--- src/rtl/bsg_clk_mon_multi_if.sv ---
// rtl/bsg_clk_mon_multi_if.sv - control, monitor and result bundle for bsg_clk_mon_multi
interface bsg_clk_mon_multi_if #(
  parameter int num_chan_p  = 4,
  parameter int cnt_width_p = 16,
  parameter int win_width_p = 20
);
  logic [num_chan_p-1:0]             mon_i;
  logic [num_chan_p-1:0]             chan_en_i;
  logic                              start_i;
  logic                              stop_i;
  logic                              mode_i;
  logic [win_width_p-1:0]            win_len_i;
  logic [cnt_width_p-1:0]            lo_thresh_i;
  logic [cnt_width_p-1:0]            hi_thresh_i;
  logic                              busy_o;
  logic                              done_o;
  logic [num_chan_p*cnt_width_p-1:0] count_o;
  logic [num_chan_p-1:0]             sat_o;
  logic [num_chan_p-1:0]             low_o;
  logic [num_chan_p-1:0]             high_o;

  modport master (
    output mon_i, chan_en_i, start_i, stop_i, mode_i, win_len_i, lo_thresh_i, hi_thresh_i,
    input  busy_o, done_o, count_o, sat_o, low_o, high_o
  );

  modport slave (
    input  mon_i, chan_en_i, start_i, stop_i, mode_i, win_len_i, lo_thresh_i, hi_thresh_i,
    output busy_o, done_o, count_o, sat_o, low_o, high_o
  );
endinterface

--- src/rtl/bsg_clk_mon_multi.sv ---
// rtl/bsg_clk_mon_multi.sv - multi-channel clock frequency monitor
module bsg_clk_mon_multi #(
  parameter int num_chan_p  = 4,
  parameter int cnt_width_p = 16,
  parameter int win_width_p = 20
) (
  input logic                clk_i,
  input logic                reset_n_i,
  bsg_clk_mon_multi_if.slave mon_if
);

  typedef enum logic [1:0] {
    S_IDLE    = 2'd0,
    S_ARM     = 2'd1,
    S_MEASURE = 2'd2,
    S_LATCH   = 2'd3
  } state_e;

  state_e                                   state_q, state_d;
  logic [num_chan_p-1:0]                    prev_q, prev_d;
  logic [num_chan_p-1:0]                    en_q, en_d;
  logic                                     mode_q, mode_d;
  logic [win_width_p-1:0]                   win_cnt_q, win_cnt_d;
  logic [num_chan_p-1:0][cnt_width_p-1:0]   cnt_q, cnt_d;
  logic [num_chan_p-1:0]                    sat_acc_q, sat_acc_d;
  logic [num_chan_p*cnt_width_p-1:0]        count_q, count_d;
  logic [num_chan_p-1:0]                    sat_q, sat_d;
  logic [num_chan_p-1:0]                    low_q, low_d;
  logic [num_chan_p-1:0]                    high_q, high_d;
  logic                                     done_q, done_d;
  logic [num_chan_p-1:0]                    edge_w;

  assign edge_w = mon_if.mon_i & ~prev_q;

  assign mon_if.busy_o  = (state_q != S_IDLE);
  assign mon_if.done_o  = done_q;
  assign mon_if.count_o = count_q;
  assign mon_if.sat_o   = sat_q;
  assign mon_if.low_o   = low_q;
  assign mon_if.high_o  = high_q;

  // Next-state, window counting and result latching
  always_comb begin
    state_d   = state_q;
    prev_d    = mon_if.mon_i;
    en_d      = en_q;
    mode_d    = mode_q;
    win_cnt_d = win_cnt_q;
    cnt_d     = cnt_q;
    sat_acc_d = sat_acc_q;
    count_d   = count_q;
    sat_d     = sat_q;
    low_d     = low_q;
    high_d    = high_q;
    done_d    = 1'b0;

    case (state_q)
      S_IDLE: begin
        if (mon_if.start_i && !mon_if.stop_i && (mon_if.win_len_i != '0)) begin
          state_d = S_ARM;
        end
      end

      S_ARM: begin
        en_d      = mon_if.chan_en_i;
        mode_d    = mon_if.mode_i;
        win_cnt_d = mon_if.win_len_i;
        cnt_d     = '0;
        sat_acc_d = '0;
        state_d   = S_MEASURE;
      end

      S_MEASURE: begin
        if (mon_if.stop_i) begin
          state_d = S_IDLE;
        end else begin
          for (int i = 0; i < num_chan_p; i++) begin
            if (en_q[i] && edge_w[i]) begin
              // An edge that would wrap the counter is dropped and flagged instead
              if (cnt_q[i] == '1) begin
                sat_acc_d[i] = 1'b1;
              end else begin
                cnt_d[i] = cnt_q[i] + cnt_width_p'(1);
              end
            end
          end
          win_cnt_d = win_cnt_q - win_width_p'(1);
          if (win_cnt_q == win_width_p'(1)) begin
            state_d = S_LATCH;
          end
        end
      end

      S_LATCH: begin
        for (int i = 0; i < num_chan_p; i++) begin
          count_d[i*cnt_width_p +: cnt_width_p] = en_q[i] ? cnt_q[i] : '0;
          sat_d[i]  = en_q[i] & sat_acc_q[i];
          low_d[i]  = en_q[i] & (cnt_q[i] < mon_if.lo_thresh_i);
          high_d[i] = en_q[i] & (cnt_q[i] > mon_if.hi_thresh_i);
        end
        done_d = 1'b1;
        // A zero window cannot be re-armed, so continuous mode falls back to idle
        if (mode_q && !mon_if.stop_i && (mon_if.win_len_i != '0)) begin
          state_d = S_ARM;
        end else begin
          state_d = S_IDLE;
        end
      end

      default: state_d = S_IDLE;
    endcase
  end

  // State and datapath registers with synchronous active-low clear
  always_ff @(posedge clk_i) begin
    if (!reset_n_i) begin
      state_q   <= S_IDLE;
      prev_q    <= '0;
      en_q      <= '0;
      mode_q    <= 1'b0;
      win_cnt_q <= '0;
      cnt_q     <= '0;
      sat_acc_q <= '0;
      count_q   <= '0;
      sat_q     <= '0;
      low_q     <= '0;
      high_q    <= '0;
      done_q    <= 1'b0;
    end else begin
      state_q   <= state_d;
      prev_q    <= prev_d;
      en_q      <= en_d;
      mode_q    <= mode_d;
      win_cnt_q <= win_cnt_d;
      cnt_q     <= cnt_d;
      sat_acc_q <= sat_acc_d;
      count_q   <= count_d;
      sat_q     <= sat_d;
      low_q     <= low_d;
      high_q    <= high_d;
      done_q    <= done_d;
    end
  end

endmodule

--- src/flat_wrapper.sv ---
// flat-port wrapper written by rule: the top's interface ports become plain ports
module bsg_clk_mon_multi_flat 
#(
  parameter int num_chan_p  = 4,
  parameter int cnt_width_p = 16,
  parameter int win_width_p = 20
)
  (clk_i, reset_n_i, mon_if_mon_i, mon_if_chan_en_i, mon_if_start_i, mon_if_stop_i, mon_if_mode_i, mon_if_win_len_i, mon_if_lo_thresh_i, mon_if_hi_thresh_i, mon_if_busy_o, mon_if_done_o, mon_if_count_o, mon_if_sat_o, mon_if_low_o, mon_if_high_o);
  bsg_clk_mon_multi_if #(.num_chan_p(num_chan_p), .cnt_width_p(cnt_width_p), .win_width_p(win_width_p)) mon_if_i ();
  input logic clk_i;
  input logic reset_n_i;
  input wire logic [$bits(mon_if_i.mon_i)-1:0] mon_if_mon_i;
  input wire logic [$bits(mon_if_i.chan_en_i)-1:0] mon_if_chan_en_i;
  input wire logic [$bits(mon_if_i.start_i)-1:0] mon_if_start_i;
  input wire logic [$bits(mon_if_i.stop_i)-1:0] mon_if_stop_i;
  input wire logic [$bits(mon_if_i.mode_i)-1:0] mon_if_mode_i;
  input wire logic [$bits(mon_if_i.win_len_i)-1:0] mon_if_win_len_i;
  input wire logic [$bits(mon_if_i.lo_thresh_i)-1:0] mon_if_lo_thresh_i;
  input wire logic [$bits(mon_if_i.hi_thresh_i)-1:0] mon_if_hi_thresh_i;
  output wire logic [$bits(mon_if_i.busy_o)-1:0] mon_if_busy_o;
  output wire logic [$bits(mon_if_i.done_o)-1:0] mon_if_done_o;
  output wire logic [$bits(mon_if_i.count_o)-1:0] mon_if_count_o;
  output wire logic [$bits(mon_if_i.sat_o)-1:0] mon_if_sat_o;
  output wire logic [$bits(mon_if_i.low_o)-1:0] mon_if_low_o;
  output wire logic [$bits(mon_if_i.high_o)-1:0] mon_if_high_o;
  assign mon_if_i.mon_i = mon_if_mon_i;
  assign mon_if_i.chan_en_i = mon_if_chan_en_i;
  assign mon_if_i.start_i = mon_if_start_i;
  assign mon_if_i.stop_i = mon_if_stop_i;
  assign mon_if_i.mode_i = mon_if_mode_i;
  assign mon_if_i.win_len_i = mon_if_win_len_i;
  assign mon_if_i.lo_thresh_i = mon_if_lo_thresh_i;
  assign mon_if_i.hi_thresh_i = mon_if_hi_thresh_i;
  assign mon_if_busy_o = mon_if_i.busy_o;
  assign mon_if_done_o = mon_if_i.done_o;
  assign mon_if_count_o = mon_if_i.count_o;
  assign mon_if_sat_o = mon_if_i.sat_o;
  assign mon_if_low_o = mon_if_i.low_o;
  assign mon_if_high_o = mon_if_i.high_o;
  bsg_clk_mon_multi #(.num_chan_p(num_chan_p), .cnt_width_p(cnt_width_p), .win_width_p(win_width_p)) u_core (.clk_i(clk_i), .reset_n_i(reset_n_i), .mon_if(mon_if_i));
endmodule
--- config.mk ---
export PLATFORM = sky130hd
export DESIGN_NAME = bsg_clk_mon_multi_flat
export DESIGN_NICKNAME = d
export VERILOG_FILES = /design/src/rtl/bsg_clk_mon_multi_if.sv /design/src/rtl/bsg_clk_mon_multi.sv /design/src/flat_wrapper.sv
export SDC_FILE = /design/constraint.sdc
export NUM_CORES = 1
export LEC_CHECK = 0
export ABC_AREA = 0
export CAP_MARGIN = 20
export CORE_ASPECT_RATIO = 1.2
export CORE_MARGIN = 2
export CORE_UTILIZATION = 56
export CTS_CLUSTER_SIZE = 25
export DETAILED_ROUTE_END_ITERATION = 12
export PLACE_DENSITY = 0.79
export SLEW_MARGIN = 20
export SYNTH_ARGS = -nofsm -noshare
export SYNTH_HDL_FRONTEND = slang
export SYNTH_SLANG_ARGS = --single-unit
--- constraint.sdc ---
create_clock -name clk_i -period 2.4 [get_ports clk_i]
set_input_delay 0.24 -clock clk_i [delete_from_list [all_inputs] [get_ports clk_i]]
set_output_delay 0.24 -clock clk_i [all_outputs]
set_load 0.02 [all_outputs]
After elaboration in Yosys (flattened, before gate mapping) --
Cells that the tools add are included.
Operators by class: add/subtract/negate cells 5, multiply operators 0, divide/modulo/power cells 0, order comparisons 8, eq/ne operators 23, shifts and indexed selects 0, muxes and demuxes 32, bitwise operators 14, reductions and logical operators 23
Operators by type and width (count):
- 16-bit 2-to-1 mux | 12
- 64-bit one-hot mux with 2 select lines | 1
- 16-bit by 1-bit adder with 16-bit output (second input constant) | 4
- 16-bit == test (second input constant) | 4
- 16-bit > comparator | 4
- 16-bit less-than comparator | 4
- 64-bit 2-to-1 mux | 1
- 20-bit one-hot mux with 2 select lines | 1
- 4-bit AND reduction | 8
- 20-bit by 1-bit == test with 1-bit output (second input constant) | 1
- 20-bit 2-to-1 mux | 1
- 20-bit nonzero test | 1
- 20-bit by 1-bit subtractor with 20-bit output (second input constant) | 1
- 2-bit by 1-bit != test with 1-bit output (second input constant) | 9
- 1-bit AND | 12
- 1-bit 2-to-1 mux | 10
- 2-bit != test (second input constant) | 5
- 1-bit logical AND | 8
- 2-bit one-hot mux with 4 select lines | 1
- 4-bit one-hot mux with 2 select lines | 1
- 2-bit 2-to-1 mux | 3
- 4-bit AND | 1
- 2-bit == test (second input constant) | 2
- 4-bit 2-to-1 mux | 1
- other kinds (7) | 9
Word-level totals: bits in registers 176, bits in latches 0, bits in writable memories 0, ROM bits 0, input bits 65, output and inout port bits 78, logic and storage cells 123, memories kept 0

Longest topological paths before layout --
Gate-level depths: netlist of the first run.
depth after elaboration 6, depth in mapped cells 8, mapped depth without buffers 7

Least setup slack after synthesis of the first run --
Ideal clock, no wire load.
path kind register to register, start register u_core.state_q[0], end register u_core.cnt_q[39] (netlist bit), setup time 116 ps, data arrival time 2011 ps, required time 2284 ps, setup slack 273 ps, stages on the path, launching flop included 9, path buffers 3, period minus slack after synthesis 2127 ps, cells stage by stage dfxtp_1 buf_6 or3b_1 buf_6 o31a_1 buf_6 a2111oi_4 a21oi_1 a31o_1
Between the ends: cells in the longest elaborated chain, start to end 3, elaborated cells between the ends (all ways) 8, those cells by class eq/ne: 5; mux: 1; reduce/logical: 2
Ends and longest elaborated chain:
- from (decl) | line bsg_clk_mon_multi.sv:19 | state_e state_q, state_d;
- from (signal assigned) | line bsg_clk_mon_multi.sv:130 | state_q <= state_d;
- 2-bit == test / 2-bit by 1-bit == test with 1-bit output (equally long branches) | line bsg_clk_mon_multi.sv:57 | case (state_q)
- 2-bit != test (no source line) (tied with other cells)
- 4-bit AND reduction (no source line)
- to (signal assigned) | line bsg_clk_mon_multi.sv:135 | cnt_q <= cnt_d;
- to (decl) | line bsg_clk_mon_multi.sv:24 | logic [num_chan_p-1:0][cnt_width_p-1:0] cnt_q, cnt_d;
Several ways; a longest one is shown, not always the timed one. A chain may end at the register's enable or synchronous reset.

Final worst setup path of the first run --
start register u_core.state_q[1], end register u_core.cnt_q[54] (netlist bit)
Same word-level chain as after synthesis.

==> results.json, run 1 <==
{
  "portBuffers": 142,
  "overflow": 0,
  "dp_slack_ns": -0.0964,
  "r2r-start": "u_core.state_q[1]$_SDFFE_PN0P_",
  "wl_per_cell_um": 18.9,
  "ys.flop_type": "dfxtp_1",
  "layout_commonest_cell": "dfxtp_1",
  "cts-resized-gates": 0,
  "row_count": 55,
  "post_cts_buffers": 0,
  "antenna_found_initial": 0,
  "clk_latency_ns": 0.44,
  "yosys.area_share.adder_pct": 15.3,
  "synth_area_per_cell_sq_um": 8.12,
  "antenna_cells": 0,
  "r2r_end": "u_core.cnt_q[54]$_SDFFE_PN0P_",
  "final_cell_mix": "176 x dfxtp_1, 155 x a21oi_1, 148 x nand2_1, 142 x clkdlybuf4s50_1, 130 x ha_1",
  "critPathArrivalTime_ns": 2.48,
  "setup_violations": 0,
  "drt-vias-per-instance": 6.23,
  "die_x_um": 130,
  "grt_pass1_vias": 10300,
  "clockRootBuffer": "clkbuf_16",
  "cts_buffers": 17,
  "synth_area_leaders": "dfxtp_1 33%, ha_1 15%, a21oi_1 7.3%, nand2_1 5.2%, nand3_1 4.6%",
  "clock_skew_ns": 0.0100,
  "htreeDepth": 4,
  "ant_nets": 0,
  "slew_violations": 0,
  "grt_max_degree": 67,
  "wl_um": 32800,
  "relSlewSlack_pct": 47.6,
  "max_cap_viol_count": 0,
  "synth_top_family_by_area": "simple AND/OR/NAND/NOR gates",
  "min_to": "u_core.mode_q$_SDFFE_PN0P_",
  "required_ns": 2.71,
  "post-route-period-util_pct": 90.3,
  "firstDrtPassIters": 8,
  "ioPinCount": 143,
  "ys_seq_elements": 176,
  "vias": 10800,
  "path_cells": "or3b_1 -> o31a_1 -> buf_4 -> a211oi_1 -> xnor2_1 -> nor2_1",
  "rsz0062_at_grt": "false",
  "tightest_slew_ns": 0.767,
  "status": "completed",
  "worstSetupPathType": "flop to flop",
  "hold_buffers": 0,
  "cts_max_path_buffers": 2,
  "yosys.area_share.xor_xnor_pct": 3.12,
  "fin_nets": 1663,
  "synth_compound_area_share_pct": 18.4,
  "worst_slack_ns": 0.232,
  "syn_to_final_growth_pct": 23.8,
  "start_kind": "flop",
  "min_path_cells": 3,
  "async_flop_share_pct": 0,
  "p_leak_nw": 5.07,
  "syn_area_sq_um": 10700,
  "die_y_um": 155,
  "rr_worst_depth": 6,
  "clk_pin_slew_ns": 0.08,
  "start_util_pct": 56.7,
  "drc_errors": 0,
  "syn_inst": 1313,
  "power_density_nw_per_um2": 495,
  "synth_nets": 1508,
  "cts_sinks": 176,
  "grt_usage_pct": 32.6,
  "seq_area_frac_synth_pct": 33.1,
  "startpoint": "u_core.state_q[1]$_SDFFE_PN0P_",
  "cp_slowest_stage_delay_ns": 0.50,
  "finalHoldViolCount": 0,
  "tritoncts": "yes",
  "post_synth_and_or_nand_nor_area_fraction_pct": 24.8,
  "dp_hpwl_um": 24000,
  "yosys_warnings": 0,
  "critical_path.max_fanout": 11,
  "end_kind": "flop",
  "yosysTopAreaCellShare_pct": 33.1,
  "ys_types": 59,
  "drive_above_1_share_pct": 7.83,
  "die_area_sq_um": 20200,
  "hp-class": "primary input to flop",
  "drt-initial-drc-count": 793,
  "synth_largest_area_cell": "dfxtp_1",
  "period_minus_slack_ns": 2.17,
  "core_area_sq_um": 18800,
  "grt_pass1_wl_um": 51800,
  "ir_worst_vdd_mv": 0.449,
  "cp_slowest_cell": "o31a_1",
  "fmax_mhz": 461,
  "synth_edf_count": 0,
  "synthMuxAreaShare_pct": 0.963,
  "gp_congestion": 0.960,
  "rrSetupSlack_ns": 0.23,
  "min_from": "mon_if_mode_i",
  "hold_ws_ns": 0.365
}
[cell usage after synthesis (4+ instances only)]
library cell,count
nor2b_1,22
xor2_1,5
o31ai_1,6
and4_1,5
a2111oi_0,6
nor3_1,22
a211oi_1,39
nand4_1,51
a31oi_1,6
nor4_2,8
mux2i_1,8
inv_1,49
buf_1,12
a21o_1,14
a21oi_1,155
o21ai_0,46
nand2_1,149
o311ai_0,4
dfxtp_1,176
ha_1,130
and2_1,13
o211ai_1,7
nor4_1,19
or3_1,15
clkbuf_1,49
nor4b_1,4
a31o_1,5
xnor2_1,33
nand3_1,98
nand2b_1,11
nor2_1,81
and3_1,9
or4_1,7
o41ai_1,4
a221oi_1,6
nor3b_1,4
[cells by family (layout without fill, tap and decap cells)]
kind of cell | after synthesis | count (layout)
AO/OA/AOI/OAI | 319 | 319
XOR/XNOR | 38 | 38
adder cells (fa/ha/maj) | 130 | 130
buffers and inverters | 117 | 285
flip-flops | 176 | 176
multiplexers | 10 | 10
AND/OR/NAND/NOR | 523 | 523
[sequential cells by signal, summed over array words and instances, names as in the netlist, 4 cells and up]
| signal | count |
|---|---|
| u_core.en_q | 4 |
| u_core.mon_if.sat_o | 4 |
| u_core.prev_q | 4 |
| u_core.mon_if.high_o | 4 |
| u_core.mon_if.low_o | 4 |
| u_core.mon_if.count_o | 64 |
| u_core.sat_acc_q | 4 |
| u_core.cnt_q | 64 |
| u_core.win_cnt_q | 20 |
[worst max-delay path, delay by kind of cell, from the launching register on]
kind	cells	cell delay, ns
compound gates	2	0.80
xor+xnor	1	0.16
buf+inv	1	0.23
flops	1	0.37
simple gates	2	0.49
[metal layers]
metal / wire (um) / track usage, %
met4: 1970 / 19.0
met1: 12900 / 39.2
met2: 15800 / 54.4
met3: 2080 / 5.19
met5: 0 / 0
[metrics by stage]
step | TNS (ns) | util [%] | power, W | cells | instance area, sq um
floorplan | 0 | - | 0.00345 | 1313 | 10700
global placement | 0 | 67.1 | 0.00373 | 1705 | 12600
detailed placement | -0.458 | 67.1 | 0.00374 | 1705 | 12600
CTS | 0 | 70.2 | 0.00652 | 1737 | 13200
global route | 0 | 70.2 | 0.00673 | 1737 | 13200
finish | 0 | 70.2 | 0.00654 | 1737 | 13200
[final cells by class]
cell class                      count  area, sq um
Multi-Input combinational cell   1020         6680
Fill cell                        1545         5600
Sequential cell                   176         3520
Timing Repair Buffer              204         1900
Clock buffer                       19          443
Tap cell                          256          320
Inverter                           49          184
Clock inverter                     13          140
[how the worst max path moves through the flow]
stage	to	slack, ns	cells past startpoint
after floorplan	u_core.cnt_q[39]$_SDFFE_PN0P_	0.27	8
after global placement	u_core.cnt_q[13]$_SDFFE_PN0P_	0.007	7
after detailed placement	u_core.cnt_q[15]$_SDFFE_PN0P_	-0.1	7
after CTS	u_core.cnt_q[54]$_SDFFE_PN0P_	0.24	6
after global routing	u_core.mon_if.low_o[0]$_SDFFE_PN0P_	0.14	8
final	u_core.cnt_q[54]$_SDFFE_PN0P_	0.23	6
[report_power, final]
part / leakage, nW / internal [W] / switching (W)
Clock: 0.292 / 0.00151 / 0.00134
Combinational: 3.36 / 0.000303 / 0.000413
Sequential: 1.42 / 0.00295 / 0.0000302
(Power assumes the default switching activity.)
==> inputs of run 2 (changes only) <==
--- a/config.mk
+++ b/config.mk
@@ -12,6 +12,7 @@
 export CORE_UTILIZATION = 56
 export CTS_CLUSTER_SIZE = 25
 export DETAILED_ROUTE_END_ITERATION = 12
+export GPL_TIMING_DRIVEN = 0
 export PLACE_DENSITY = 0.79
 export SLEW_MARGIN = 20
 export SYNTH_ARGS = -nofsm -noshare
==> run 2 against run 1 <==
Against the previous run: power down 1.9%; die area did not move; hold slack worse by 0.14 ns; first-iteration DRC count up 42%; non-clock buffer count increased by 2; cell area decreased by 1.5%; flip-flop and latch count unchanged; combinational power up 1%; routed wire length grew 10%; critical path type unchanged.
==> results.json, run 2 (same netlist as run 1, synthesis figures left out) <==
{
  "status": "completed",
  "cp_slowest_stage_delay_ns": 0.63,
  "clockRootBuffer": "clkbuf_16",
  "power_density_nw_per_um2": 493,
  "slew_violations": 0,
  "wl_um": 36000,
  "final_cell_mix": "176 x dfxtp_1, 155 x a21oi_1, 148 x nand2_1, 140 x clkdlybuf4s50_1, 130 x ha_1",
  "cts_buffers": 17,
  "drive_above_1_share_pct": 4.66,
  "syn_to_final_growth_pct": 22.0,
  "rrSetupSlack_ns": 0.03,
  "grt_pass1_vias": 10500,
  "min_to": "u_core.win_cnt_q[7]$_SDFFE_PN0P_",
  "antenna_cells": 0,
  "start_util_pct": 56.7,
  "antenna_found_initial": 0,
  "end_kind": "flop",
  "grt_pass1_wl_um": 55500,
  "max_cap_viol_count": 0,
  "placed_cell_area_sq_um": 12400,
  "critPathArrivalTime_ns": 2.70,
  "setup-tns-final_ns": 0,
  "tightest_slew_ns": 1.01,
  "firstDrtPassIters": 6,
  "vias": 11000,
  "worst_slack_ns": 0.0292,
  "drt-vias-per-instance": 6.34,
  "min_from": "reset_n_i",
  "stdcell_area_sq_um": 13000,
  "die_area_sq_um": 20200,
  "post-route-period-util_pct": 98.8,
  "htreeDepth": 4,
  "fin_util_pct": 69.2,
  "tritoncts": "yes",
  "fin_nets": 1665,
  "r2r-start": "u_core.cnt_q[19]$_SDFFE_PN0P_",
  "cts_sinks": 176,
  "rr_worst_depth": 6,
  "die_x_um": 130,
  "ioPinCount": 143,
  "grt_max_degree": 20,
  "row_count": 55,
  "drc_errors": 0,
  "grt_usage_pct": 35.6,
  "dp_hpwl_um": 26800,
  "critical_path.max_fanout": 10,
  "portBuffers": 140,
  "die_y_um": 155,
  "hold_buffers": 0,
  "cts_max_path_buffers": 2,
  "dp_slack_ns": -0.397,
  "start_kind": "flop",
  "clk_pin_slew_ns": 0.07,
  "clock_skew_ns": 0.0127,
  "layout_commonest_cell": "dfxtp_1",
  "core_area_sq_um": 18800,
  "period_minus_slack_ns": 2.37,
  "min_path_cells": 3,
  "ant_nets": 0,
  "path_cells": "nand4_1 -> nor4_4 -> and2_1 -> buf_2 -> o311ai_0 -> o41ai_1",
  "cp_slowest_cell": "nor4_4",
  "hold_ws_ns": 0.222,
  "worstSetupPathType": "flop to flop",
  "overflow": 0,
  "hp-class": "primary input to flop",
  "r2r_end": "u_core.cnt_q[27]$_SDFFE_PN0P_",
  "gp_congestion": 0.951,
  "required_ns": 2.73,
  "relSlewSlack_pct": 32.7,
  "fillers": 1588,
  "wl_per_cell_um": 20.7,
  "fmax_mhz": 422,
  "setup_violations": 0,
  "p_leak_nw": 4.90,
  "clk_latency_ns": 0.44,
  "ir_worst_vdd_mv": 0.512,
  "finalHoldViolCount": 0,
  "drt-initial-drc-count": 1128
}
## run 2: changes by cell type in the layout (fill, tap and decap cells not counted), sizes merged
cell / change
clkinvlp: +2
clkdlybuf4s50: -2
inv: -5
buf: -43
clkbuf: +48
## run 2: power by group
| group | switching, W | internal, W |
|---|---|---|
| clock | 0.00124 | 0.00146 |
| combinational | 0.000446 | 0.000278 |
| sequential | 0.0000315 | 0.00295 |
| total | 0.00172 | 0.00469 |
## run 2: repair_timing
action,CTS,global route
gates resized for setup,11,12
cloned,0,0
pin swaps,0,1
buffers inserted,0,1
endpoints found under the setup margin,81,54
## run 2: worst max-delay path by stage
stage	start	to	slack (ns)	depth (start not counted)
3_3_place_gp	u_core.state_q[1]$_SDFFE_PN0P_	u_core.cnt_q[57]$_SDFFE_PN0P_	-0.37	7
5_1_grt	u_core.cnt_q[18]$_SDFFE_PN0P_	u_core.cnt_q[27]$_SDFFE_PN0P_	-0.04	6
4_1_cts	u_core.state_q[0]$_SDFFE_PN0P_	u_core.cnt_q[45]$_SDFFE_PN0P_	0.004	8
6_report	u_core.cnt_q[19]$_SDFFE_PN0P_	u_core.cnt_q[27]$_SDFFE_PN0P_	0.03	6
3_5_place_dp	u_core.state_q[1]$_SDFFE_PN0P_	u_core.mon_if.count_o[24]$_SDFFE_PN0P_	-0.40	7
2_1_floorplan	u_core.state_q[0]$_SDFFE_PN0P_	u_core.cnt_q[39]$_SDFFE_PN0P_	0.27	8
## run 2: layout make-up
type / count / area [sq um] / area share [%]
tap: 256 / 320 / 2.46
clock inverter: 10 / 105 / 0.809
inverter: 49 / 184 / 1.41
sequential: 176 / 3520 / 27.1
timing repair buffer: 141 / 1410 / 10.8
multi-input combinational: 1020 / 6720 / 51.7
buffer: 65 / 288 / 2.21
clock buffer: 20 / 447 / 3.44
## run 2: critical path, delay by kind of cell (launching register included)
family	cells	cell delay, ns
compound gates	2	0.28
buf+inv	1	0.21
flops	1	0.54
simple gates	3	1.23
## run 2: per-layer routing
metal,global-route usage [%],up-vias,wire length (um)
li1,-,5123,-
met1,43.5,5153,14000
met2,58.5,600,17000
met3,5.47,145,2800
met4,22.0,0,2270
met5,0,-,0
## run 2: through the flow
step           total power [W]  instances
4_1_cts                0.00639       1736
3_5_place_dp           0.00374       1709
5_1_grt                0.00659       1737
2_1_floorplan          0.00345       1313
6_report               0.00641       1737
3_3_place_gp           0.00372       1709
